### config.mk
export PLATFORM = sky130hd
export DESIGN_NAME = apb_uart_ctrl
export DESIGN_NICKNAME = d
export VERILOG_FILES = /design/src/rtl/apb_uart_ctrl_pkg.sv /design/src/rtl/apb_uart_ctrl_apbm.sv /design/src/rtl/apb_uart_ctrl.sv
export SDC_FILE = /design/constraint.sdc
export NUM_CORES = 1
export LEC_CHECK = 0
export BUFFER_PORTS_ARGS = -buffer_cell sky130_fd_sc_hd__buf_2
export CORE_MARGIN = 5
export CORE_UTILIZATION = 40
export DETAILED_ROUTE_END_ITERATION = 6
export PLACE_DENSITY = 0.75
export SYNTH_ARGS = -nofsm -noshare
export SYNTH_HDL_FRONTEND = slang
export SYNTH_SLANG_ARGS = --single-unit
### constraint.sdc
create_clock -name clk -period 1.8 [get_ports clk]
set_input_delay 0.09 -clock clk [delete_from_list [all_inputs] [get_ports clk]]
set_output_delay 0.09 -clock clk [all_outputs]
set_load 0.01 [all_outputs]
### src/rtl/apb_uart_ctrl_pkg.sv
// apb_uart_ctrl_pkg: UART register map, STATUS bits,
// controller FSM states and APB phase encoding.
package apb_uart_ctrl_pkg;

  localparam logic [3:0] UART_DATA   = 4'h0;
  localparam logic [3:0] UART_STATUS = 4'h4;

  localparam int STAT_RX_NE = 0;
  localparam int STAT_TX_NF = 1;

  typedef enum logic [2:0] {
    ST_IDLE,
    ST_POLL_SETUP,
    ST_POLL_ACCESS,
    ST_DECIDE,
    ST_XFER_SETUP,
    ST_XFER_ACCESS,
    ST_GAP
  } state_t;

  typedef enum logic [1:0] {
    PH_IDLE,
    PH_SETUP,
    PH_ACCESS
  } phase_t;

endpackage

### src/rtl/apb_uart_ctrl_apbm.sv
// apb_uart_ctrl_apbm: single-request APB master, runs
// SETUP then ACCESS and qualifies the read data.
module apb_uart_ctrl_apbm (
  input  logic        clk,
  input  logic        reset_n,
  input  logic        i_start,
  input  logic [3:0]  i_addr,
  input  logic        i_write,
  input  logic [31:0] i_wdata,
  output logic        o_done,
  output logic        o_rvalid,
  output logic [7:0]  o_rdata,
  output logic        PSEL,
  output logic        PENABLE,
  output logic        PWRITE,
  output logic [3:0]  PADDR,
  output logic [31:0] PWDATA,
  input  logic [31:0] PRDATA
);
  import apb_uart_ctrl_pkg::*;

  phase_t      r_phase;
  logic [3:0]  r_addr;
  logic        r_write;
  logic [31:0] r_wdata;
  logic        w_sel;
  logic        w_acc;
  logic        w_unused;

  // phase sequencer: a start may overlap the ACCESS cycle
  always_ff @(posedge clk or negedge reset_n) begin
    if (!reset_n) begin
      r_phase <= PH_IDLE;
    end else begin
      unique case (r_phase)
        PH_IDLE:   r_phase <= i_start ? PH_SETUP : PH_IDLE;
        PH_SETUP:  r_phase <= PH_ACCESS;
        default:   r_phase <= i_start ? PH_SETUP : PH_IDLE;
      endcase
    end
  end

  // request fields held stable for the whole transfer
  always_ff @(posedge clk or negedge reset_n) begin
    if (!reset_n) begin
      r_addr  <= '0;
      r_write <= 1'b0;
      r_wdata <= '0;
    end else if (i_start) begin
      r_addr  <= i_addr;
      r_write <= i_write;
      r_wdata <= i_wdata;
    end
  end

  assign w_sel    = (r_phase != PH_IDLE);
  assign w_acc    = (r_phase == PH_ACCESS);
  assign PSEL     = w_sel;
  assign PENABLE  = w_acc;
  assign PWRITE   = w_sel & r_write;
  assign PADDR    = w_sel ? r_addr : 4'h0;
  assign PWDATA   = w_sel ? r_wdata : 32'h0;
  assign o_done   = w_acc;
  assign o_rvalid = w_acc & ~r_write;
  assign o_rdata  = PRDATA[7:0];
  assign w_unused = ^PRDATA[31:8];

endmodule

### src/rtl/apb_uart_ctrl.sv
// apb_uart_ctrl: polls apb_uart STATUS and moves bytes
// between streams and DATA. Counters: APB_UART_CTRL_STATS_EN.
module apb_uart_ctrl #(
  parameter int   POLL_GAP = 0,
  parameter logic RR_INIT  = 1'b0
) (
  input  logic        clk,
  input  logic        reset_n,
  input  logic        en,
  output logic        PSEL,
  output logic        PENABLE,
  output logic        PWRITE,
  output logic [3:0]  PADDR,
  output logic [31:0] PWDATA,
  input  logic [31:0] PRDATA,
  input  logic [7:0]  tx_data,
  input  logic        tx_valid,
  output logic        tx_ready,
  output logic [7:0]  rx_data,
  output logic        rx_valid,
  input  logic        rx_ready,
  output logic        busy,
  output logic [15:0] tx_count,
  output logic [15:0] rx_count
);
  import apb_uart_ctrl_pkg::*;

  localparam logic [15:0] GAP_LAST =
    (POLL_GAP > 0) ? 16'(POLL_GAP - 1) : 16'd0;

  state_t      r_state;
  state_t      w_next;
  logic [1:0]  r_sync;
  logic [1:0]  r_status;
  logic        r_rr;
  logic [15:0] r_gap;
  logic [7:0]  r_rx_data;
  logic        r_rx_valid;

  logic        w_go;
  logic        w_tx_ok;
  logic        w_rx_ok;
  logic        w_gnt_tx;
  logic        w_gnt_rx;
  logic        w_start;
  logic [3:0]  w_addr;
  logic        w_write;
  logic [31:0] w_wdata;
  logic        w_done;
  logic        w_rvalid;
  logic [7:0]  w_rdata;

  apb_uart_ctrl_apbm u_apbm (
    .clk      (clk),
    .reset_n  (reset_n),
    .i_start  (w_start),
    .i_addr   (w_addr),
    .i_write  (w_write),
    .i_wdata  (w_wdata),
    .o_done   (w_done),
    .o_rvalid (w_rvalid),
    .o_rdata  (w_rdata),
    .PSEL     (PSEL),
    .PENABLE  (PENABLE),
    .PWRITE   (PWRITE),
    .PADDR    (PADDR),
    .PWDATA   (PWDATA),
    .PRDATA   (PRDATA)
  );

  assign w_go     = en & r_sync[1];
  assign w_tx_ok  = r_status[STAT_TX_NF] & tx_valid;
  assign w_rx_ok  = r_status[STAT_RX_NE] & ~r_rx_valid;
  assign w_gnt_tx = (r_state == ST_DECIDE) & w_tx_ok
                  & (~w_rx_ok | ~r_rr);
  assign w_gnt_rx = (r_state == ST_DECIDE) & w_rx_ok
                  & (~w_tx_ok | r_rr);

  assign tx_ready = w_gnt_tx;
  assign rx_data  = r_rx_data;
  assign rx_valid = r_rx_valid;
  assign busy     = (r_state != ST_IDLE);

  // reset release synchroniser gating the exit from IDLE
  always_ff @(posedge clk or negedge reset_n) begin
    if (!reset_n) r_sync <= 2'b00;
    else          r_sync <= {r_sync[0], 1'b1};
  end

  // state register
  always_ff @(posedge clk or negedge reset_n) begin
    if (!reset_n) r_state <= ST_IDLE;
    else          r_state <= w_next;
  end

  // next state and APB request issue
  always_comb begin
    w_next  = r_state;
    w_start = 1'b0;
    w_addr  = UART_STATUS;
    w_write = 1'b0;
    w_wdata = 32'h0;
    unique case (r_state)
      ST_IDLE: begin
        if (w_go) begin
          w_next  = ST_POLL_SETUP;
          w_start = 1'b1;
        end
      end
      ST_POLL_SETUP: w_next = ST_POLL_ACCESS;
      ST_POLL_ACCESS: begin
        if (w_done) w_next = ST_DECIDE;
      end
      ST_DECIDE: begin
        unique case (1'b1)
          w_gnt_tx: begin
            w_next  = ST_XFER_SETUP;
            w_start = 1'b1;
            w_addr  = UART_DATA;
            w_write = 1'b1;
            w_wdata = {24'h0, tx_data};
          end
          w_gnt_rx: begin
            w_next  = ST_XFER_SETUP;
            w_start = 1'b1;
            w_addr  = UART_DATA;
          end
          default: begin
            w_next = (POLL_GAP == 0) ? ST_IDLE : ST_GAP;
          end
        endcase
      end
      ST_XFER_SETUP: w_next = ST_XFER_ACCESS;
      ST_XFER_ACCESS: begin
        if (w_done) begin
          if (w_go) begin
            w_next  = ST_POLL_SETUP;
            w_start = 1'b1;
          end else begin
            w_next = ST_IDLE;
          end
        end
      end
      ST_GAP: begin
        if (r_gap == GAP_LAST) w_next = ST_IDLE;
      end
      default: w_next = ST_IDLE;
    endcase
  end

  // round-robin pointer flips only on a real tie
  always_ff @(posedge clk or negedge reset_n) begin
    if (!reset_n) begin
      r_rr <= RR_INIT;
    end else if (r_state == ST_DECIDE
                 && w_tx_ok && w_rx_ok) begin
      r_rr <= ~r_rr;
    end
  end

  // idle gap counter
  always_ff @(posedge clk or negedge reset_n) begin
    if (!reset_n)               r_gap <= '0;
    else if (r_state == ST_GAP) r_gap <= r_gap + 16'd1;
    else                        r_gap <= '0;
  end

  // STATUS snapshot taken at the end of the poll read
  always_ff @(posedge clk or negedge reset_n) begin
    if (!reset_n) begin
      r_status <= 2'b00;
    end else if (r_state == ST_POLL_ACCESS && w_rvalid) begin
      r_status <= w_rdata[1:0];
    end
  end

  // one-deep receive holding register
  always_ff @(posedge clk or negedge reset_n) begin
    if (!reset_n) begin
      r_rx_data  <= 8'h00;
      r_rx_valid <= 1'b0;
    end else if (r_state == ST_XFER_ACCESS && w_rvalid) begin
      r_rx_data  <= w_rdata;
      r_rx_valid <= 1'b1;
    end else if (r_rx_valid && rx_ready) begin
      r_rx_valid <= 1'b0;
    end
  end

`ifdef APB_UART_CTRL_STATS_EN
  logic [15:0] r_tx_cnt;
  logic [15:0] r_rx_cnt;

  // completed transfer counters, wrapping at 16 bits
  always_ff @(posedge clk or negedge reset_n) begin
    if (!reset_n) begin
      r_tx_cnt <= '0;
      r_rx_cnt <= '0;
    end else if (r_state == ST_XFER_ACCESS && w_done) begin
      if (w_rvalid) r_rx_cnt <= r_rx_cnt + 16'd1;
      else          r_tx_cnt <= r_tx_cnt + 16'd1;
    end
  end

  assign tx_count = r_tx_cnt;
  assign rx_count = r_rx_cnt;
`else
  assign tx_count = 16'h0;
  assign rx_count = 16'h0;
`endif

endmodule

==> Word level (Yosys, flattened, before mapping) <==
Cells that the tools add are included.
{ "word_totals": {"wordCells": 76, "latch_bits": 0, "ram_bits": 0, "regBits": 72, "mem_bits_ro": 0, "out_inout_bits": 82, "mem_count": 0, "in_bits": 45} }
{ "op_classes": {"eq_ne": 12, "n_reduce_logical": 12, "shift": 0, "n_lt_le_gt_ge": 0, "bitwise": 16, "add_sub_neg": 1, "mul": 0, "n_div": 0, "n_mux": 24} }
{ "ops": {"columns": ["cell", "n"], "rows": [
  ["2-to-1 mux 32 bit", 1],
  ["one-hot mux 3 bit (7 select lines)", 1],
  ["2-to-1 mux 3 bit", 6],
  ["adder 16 x 1 -> 16 bit (second input constant)", 1],
  ["zero test 16 bit", 1],
  ["2-to-1 mux 16 bit", 1],
  ["2-to-1 mux 8 bit", 2],
  ["bitwise AND 1 bit", 9],
  ["equality test 3 bit (second input constant)", 3],
  ["2-to-1 mux 1 bit", 9],
  ["2-to-1 mux 4 bit", 2],
  ["equality test 3 x 2 -> 1 bit (second input constant)", 2],
  ["logical AND 1 bit", 5],
  ["NOT 1 bit", 5],
  ["inequality test 2 x 1 -> 1 bit (second input constant)", 2],
  ["inequality test 2 bit (second input constant)", 2],
  ["AND reduction 4 bit", 1],
  ["nonzero test 2 bit", 2],
  ["equality test 3 x 1 -> 1 bit (second input constant)", 1],
  ["zero test 3 bit", 1],
  ["one-hot mux 1 bit (3 select lines)", 1],
  ["nonzero test 3 bit", 1],
  ["equality test 2 x 1 -> 1 bit (second input constant)", 1],
  ["equality test 2 bit (second input constant)", 1],
  ["other kinds (3)", 4]
]} }

==> Logic depth before layout (Yosys ltp) <==
{ "logic_depth": {"word_depth": 10, "depth_mapped": 6, "ltp_nobuf": 5} }

==> Modules after synthesis <==
From an unflattened synthesis, not the netlist that was laid out.
{ "unflattened": {"cells_unflattened": 324, "area_unflattened_um2": 3794.9} }
{ "by_module_without_submodules": {"columns": ["mod", "seq_area_each_um2", "instances", "cells_each", "area_each_um2"], "rows": [
  ["apb_uart_ctrl", 825.8, 1, 187, 1928.1],
  ["apb_uart_ctrl_apbm", 975.9, 1, 137, 1866.8]
]} }

==> Least setup slack after synthesis <==
OpenSTA, ideal clock, no wires.
{ "synth_timing": {"path_type": "reg-to-reg", "from": "register u_apbm.r_phase[0]", "to": "register r_status[0]", "n_path_buf": 0, "period_less_slack_ns": 1.579, "arrival_time_ns": 1.454, "path_stages_with_launch": 5, "path_slack_ns": 0.221, "t_required_ns": 1.675, "setup_ns": 0.125, "path_cell_list": "dfrtp_1 > nor2b_4 > nand2b_1 > or4b_4 > mux2_4"} }
{ "synth_between": {"elab_chain_cells": 3} }
{ "synth_lines": {"columns": ["element", "line_no", "rtl"], "rows": [
  ["start: declaration", "apb_uart_ctrl_apbm.sv:22", "phase_t r_phase;"],
  ["start signal: assignment", "apb_uart_ctrl_apbm.sv:36", "PH_IDLE: r_phase <= i_start ? PH_SETUP : PH_IDLE;"],
  ["start signal: assignment", "apb_uart_ctrl_apbm.sv:38", "default: r_phase <= i_start ? PH_SETUP : PH_IDLE;"],
  ["equality test 2 bit", "apb_uart_ctrl_apbm.sv:57", "assign w_acc = (r_phase == PH_ACCESS);"],
  ["net PENABLE", "apb_uart_ctrl.sv:11", "output logic PENABLE,"],
  ["bitwise AND 1 bit", "apb_uart_ctrl_apbm.sv:64", "assign o_rvalid = w_acc & ~r_write;"],
  ["logical AND 1 bit", "apb_uart_ctrl.sv:172", "end else if (r_state == ST_POLL_ACCESS && w_rvalid) begin"],
  ["end signal: assignment", "apb_uart_ctrl.sv:173", "r_status <= w_rdata[1:0];"],
  ["end: declaration", "apb_uart_ctrl.sv:34", "logic [1:0] r_status;"]
]} }
The timed path passes the listed nets, and every way through them passes these cells.
A chain may end at the register's enable or synchronous reset.

==> Worst setup path after layout <==
{ "layout_timing": {"from": "register r_state[2]", "to": "register u_apbm.r_wdata[3]"} }
{ "layout_between": {"elab_chain_cells": 6, "word_cells_on_any_way": 12, "classes_between": "eq/ne (2); mux (4); bitwise (4); reduce/logical (2)"} }
{ "layout_lines": {"columns": ["element", "line_no", "rtl"], "rows": [
  ["start: declaration", "apb_uart_ctrl.sv:31", "state_t r_state;"],
  ["start signal: assignment", "apb_uart_ctrl.sv:93", "else r_state <= w_next;"],
  ["equality test 3 x 2 -> 1 bit", "apb_uart_ctrl.sv:74, apb_uart_ctrl.sv:76, apb_uart_ctrl.sv:103", null],
  ["bitwise AND 1 bit (on tied branches)", "apb_uart_ctrl.sv:74, apb_uart_ctrl.sv:76", null],
  ["bitwise AND 1 bit (on tied branches)", "apb_uart_ctrl.sv:75, apb_uart_ctrl.sv:77", null],
  ["OR reduction 2 bit (no line)", null, null],
  ["2-to-1 mux 1 bit", "apb_uart_ctrl.sv:115", "unique case (1'b1)"],
  ["one-hot mux 1 bit (3 select lines)", "apb_uart_ctrl.sv:103", "unique case (r_state)"],
  ["end signal: assignment", "apb_uart_ctrl_apbm.sv:52", "r_wdata <= i_wdata;"],
  ["end: declaration", "apb_uart_ctrl_apbm.sv:25", "logic [31:0] r_wdata;"]
]} }
Several ways; a longest one is shown, not always the timed one.

==> results.yml <==
final_layout:
  final_cells: 384
  ff_latch_area_sq_mm: 0.001126
  multi_input_area_sq_mm: 0.001094
  antenna_cells: 0
  final_area_sq_mm: 0.002805
  fill_cells: 574
  synthToLayoutAreaGrowth_pct: 12.16
  nNetsFinal: 355
  fin_util_pct: 46.83
  layout-drive-gt1-share_pct: 25.57
  final_cell_mix: "conb_1 (60), dfrtp_1 (45), buf_2 (43)"
  final_common_cell: "conb_1"
die:
  core_area_sq_mm: 0.005991
  dieArea_sq_mm: 0.007934
  ioPinCount: 127
  die_height_um: 89.08
  num_rows: 28
  die_width_um: 89.08
  initial_utilization_pct: 41.75
timing:
  setup_violations: 0
  rsz0062_at_grt: "no"
  clock_skew_ns: 0.005184
  drv_slew: 0
  layout_min_cycle_time_ns: 1.625
  hold_violations: 0
  fmax_ghz: 0.6155
  tns_ns: 0
  fin_crit_sh_pct: 90.26
  whs_ns: 0.01176
route:
  drtIter0Drc: 130
  drt_wl_total_mm: 4.656
  drc: 0
  viasPerCell: 4.435
  ant_nets: 0
  vias: 1703
  dr.pass1.iters: 4
  post_drt_wl_per_cell_um: 12.13
logic_synthesis:
  synth_top_area_share_pct: 45.02
  postSynthCellCount: 249
  avgSynthCellArea_sq_um: 10.04
  yosysTopAreaCell: "dfrtp_1"
  synth_edf_count: 0
  synthesis.area_sq_mm: 0.002501
  synthTopCellsByArea: "dfrtp_1 (45%), buf_4 (18%), xnor2_1 (3.9%), mux2_2 (3.6%), nor2b_1 (3.3%)"
  async_reset_ff_share_pct: 100.0
  ys_warn_count: 0
  ys_types: 37
  synth_ff_type: "dfrtp_1"
  ys_seq_area_share_pct: 45.02
  ys_ff_latch: 45
job:
  drv_cap: 0
global_routing:
  grt_pass1_vias: 1521
  grt_first_pass_wirelength_mm: 7.065
  grt_max_degree: 46
  overflow: 0
  grt_antenna_before_repair: 0
  grtUsageTotal_pct: 11.48
hold_path:
  holdCritPathClass: "input pin to flop"
place:
  port_buffers: 43
  dpl-instance-area_sq_mm: 0.002625
  place_inst: 367
  globalplace.congestion: 0.8688
  dp_hpwl_mm: 3.441
critical_path:
  crit_end: "u_apbm.r_wdata[3]"
  r2r-start: "r_state[2]"
  startpoint: "r_state[2]"
  crit_arrival_ns: 1.81
  ff2ff_path_depth: 4
  required_ns: 1.99
  cp-end-kind: "flop"
  r2r_end: "u_apbm.r_wdata[3]"
  critPathKind: "flop to flop"
  path_max_fanout: 10
  start_kind: "flop"
  regToRegSetupSlack_ns: 0.18
pwr:
  vdd_drop_max_mv: 0.3192
  p_leak_nw: 1.356
  p_per_area_mw_per_mm2: 640.4
clock_network:
  numCtsBuffers: 5
  cts_num_sinks: 45
  htreeDepth: 2
  cts_buffer_depth: 2
  clk-insertion-delay-late_ns: 0.30
  cts_tree: "yes"
  path_clk_slew_ns: 0.09
  clock-root-buffer: "clkbuf_8"
status:
  outcome: "finished, final reports clean"
[flip-flops by register name (all words and copies together), names as in the netlist]
name,count
r_gap,16
rx_data,8
u_apbm.r_wdata,8
r_state,3
r_status,2
r_sync,2
u_apbm.r_phase,2
r_rr,1
rx_valid,1
u_apbm.r_addr,1
u_apbm.r_write,1
[layout make-up]
class                   instances  share of cell area [%]
clock inverters                 3                  0.7583
inverters                       9                   1.204
clock buffers                   5                   2.453
repair buffers                 60                   13.11
multi-input cells             187                   38.98
well taps                      75                   3.345
flip-flops and latches         45                   40.14
[worst max-delay path, cell delays in order, from the launching register on]
cell,delay (ns)
dfrtp_1,0.48
or2_0,0.23
a211oi_1,0.36
nor2b_2,0.18
a22o_1,0.27
[metrics by stage]
step / setup slack (ns) / total power [mW]
after global placement: 0.04857 / 1.179
after detailed placement: -0.001182 / 1.181
after CTS: 0.05845 / 1.817
after floorplan: 0.2206 / 1.217
after global routing: 0.06700 / 1.894
final: 0.1754 / 1.796
[kinds of logic (layout without fill, tap and decap cells)]
family / after synthesis / after routing / synth area share (%)
adders and majority gates: 2 / 2 / 1.000
DFF: 45 / 45 / 45.02
xor gates and xnor gates: 13 / 13 / 4.552
AOI/OAI and AO/OA: 23 / 23 / 6.753
other: 2 / 60 / 0.3003
muxes: 10 / 10 / 4.803
and+or+nand+nor: 79 / 79 / 17.21
buffers and inverters: 75 / 77 / 20.36
[how the worst min path moves through the flow]
stage	startpoint	to	slack (ns)	cells past startpoint
6_report	tx_data[0]	u_apbm.r_wdata[0]	0.01	2
5_1_grt	PRDATA[3]	rx_data[3]	0.008	2
4_1_cts	tx_data[4]	u_apbm.r_wdata[4]	0.006	2
3_5_place_dp	reset_n	r_gap[6]	0.09	2
3_3_place_gp	reset_n	r_gap[7]	0.09	2
2_1_floorplan	reset_n	r_gap[0]	-0.21	0
[synth_stat cells, types with 3 or more instances]
master,instances
nand3_1,7
nand2_1,10
nor2_1,19
inv_1,9
or3_1,3
nor2b_1,13
buf_2,5
xnor2_1,11
nor4_1,5
mux2_2,8
o21ai_0,5
nor3_1,6
buf_4,59
nand4_1,5
dfrtp_1,45
a21oi_1,3
a22o_1,8
[timing repair]
| item | CTS | global route |
|---|---|---|
| setup endpoints to repair | 9 | 9 |
| hold buffers | 4 | 1 |
| endpoints found under the hold margin | 48 | 1 |
| gates resized for setup | 2 | 0 |
| pin swaps | 0 | 1 |
| setup buffers | 0 | 4 |
[layer usage]
metal | global-route usage [%] | routed length [um] | vias up
met1 | 15.42 | 1951 | 787
met3 | 3.871 | 511 | 9
li1 | - | - | 827
met2 | 17.14 | 2116 | 80
met4 | 4.465 | 76 | 0
met5 | 0 | 0 | -
[power by group]
part,total (mW),internal (mW),switching [mW]
registers,1.03,1.02,0.00572
logic,0.142,0.0435,0.0989
clock network,0.625,0.275,0.350
total,1.80,1.34,0.454
No activity file was read; power rests on OpenSTA's default activity.
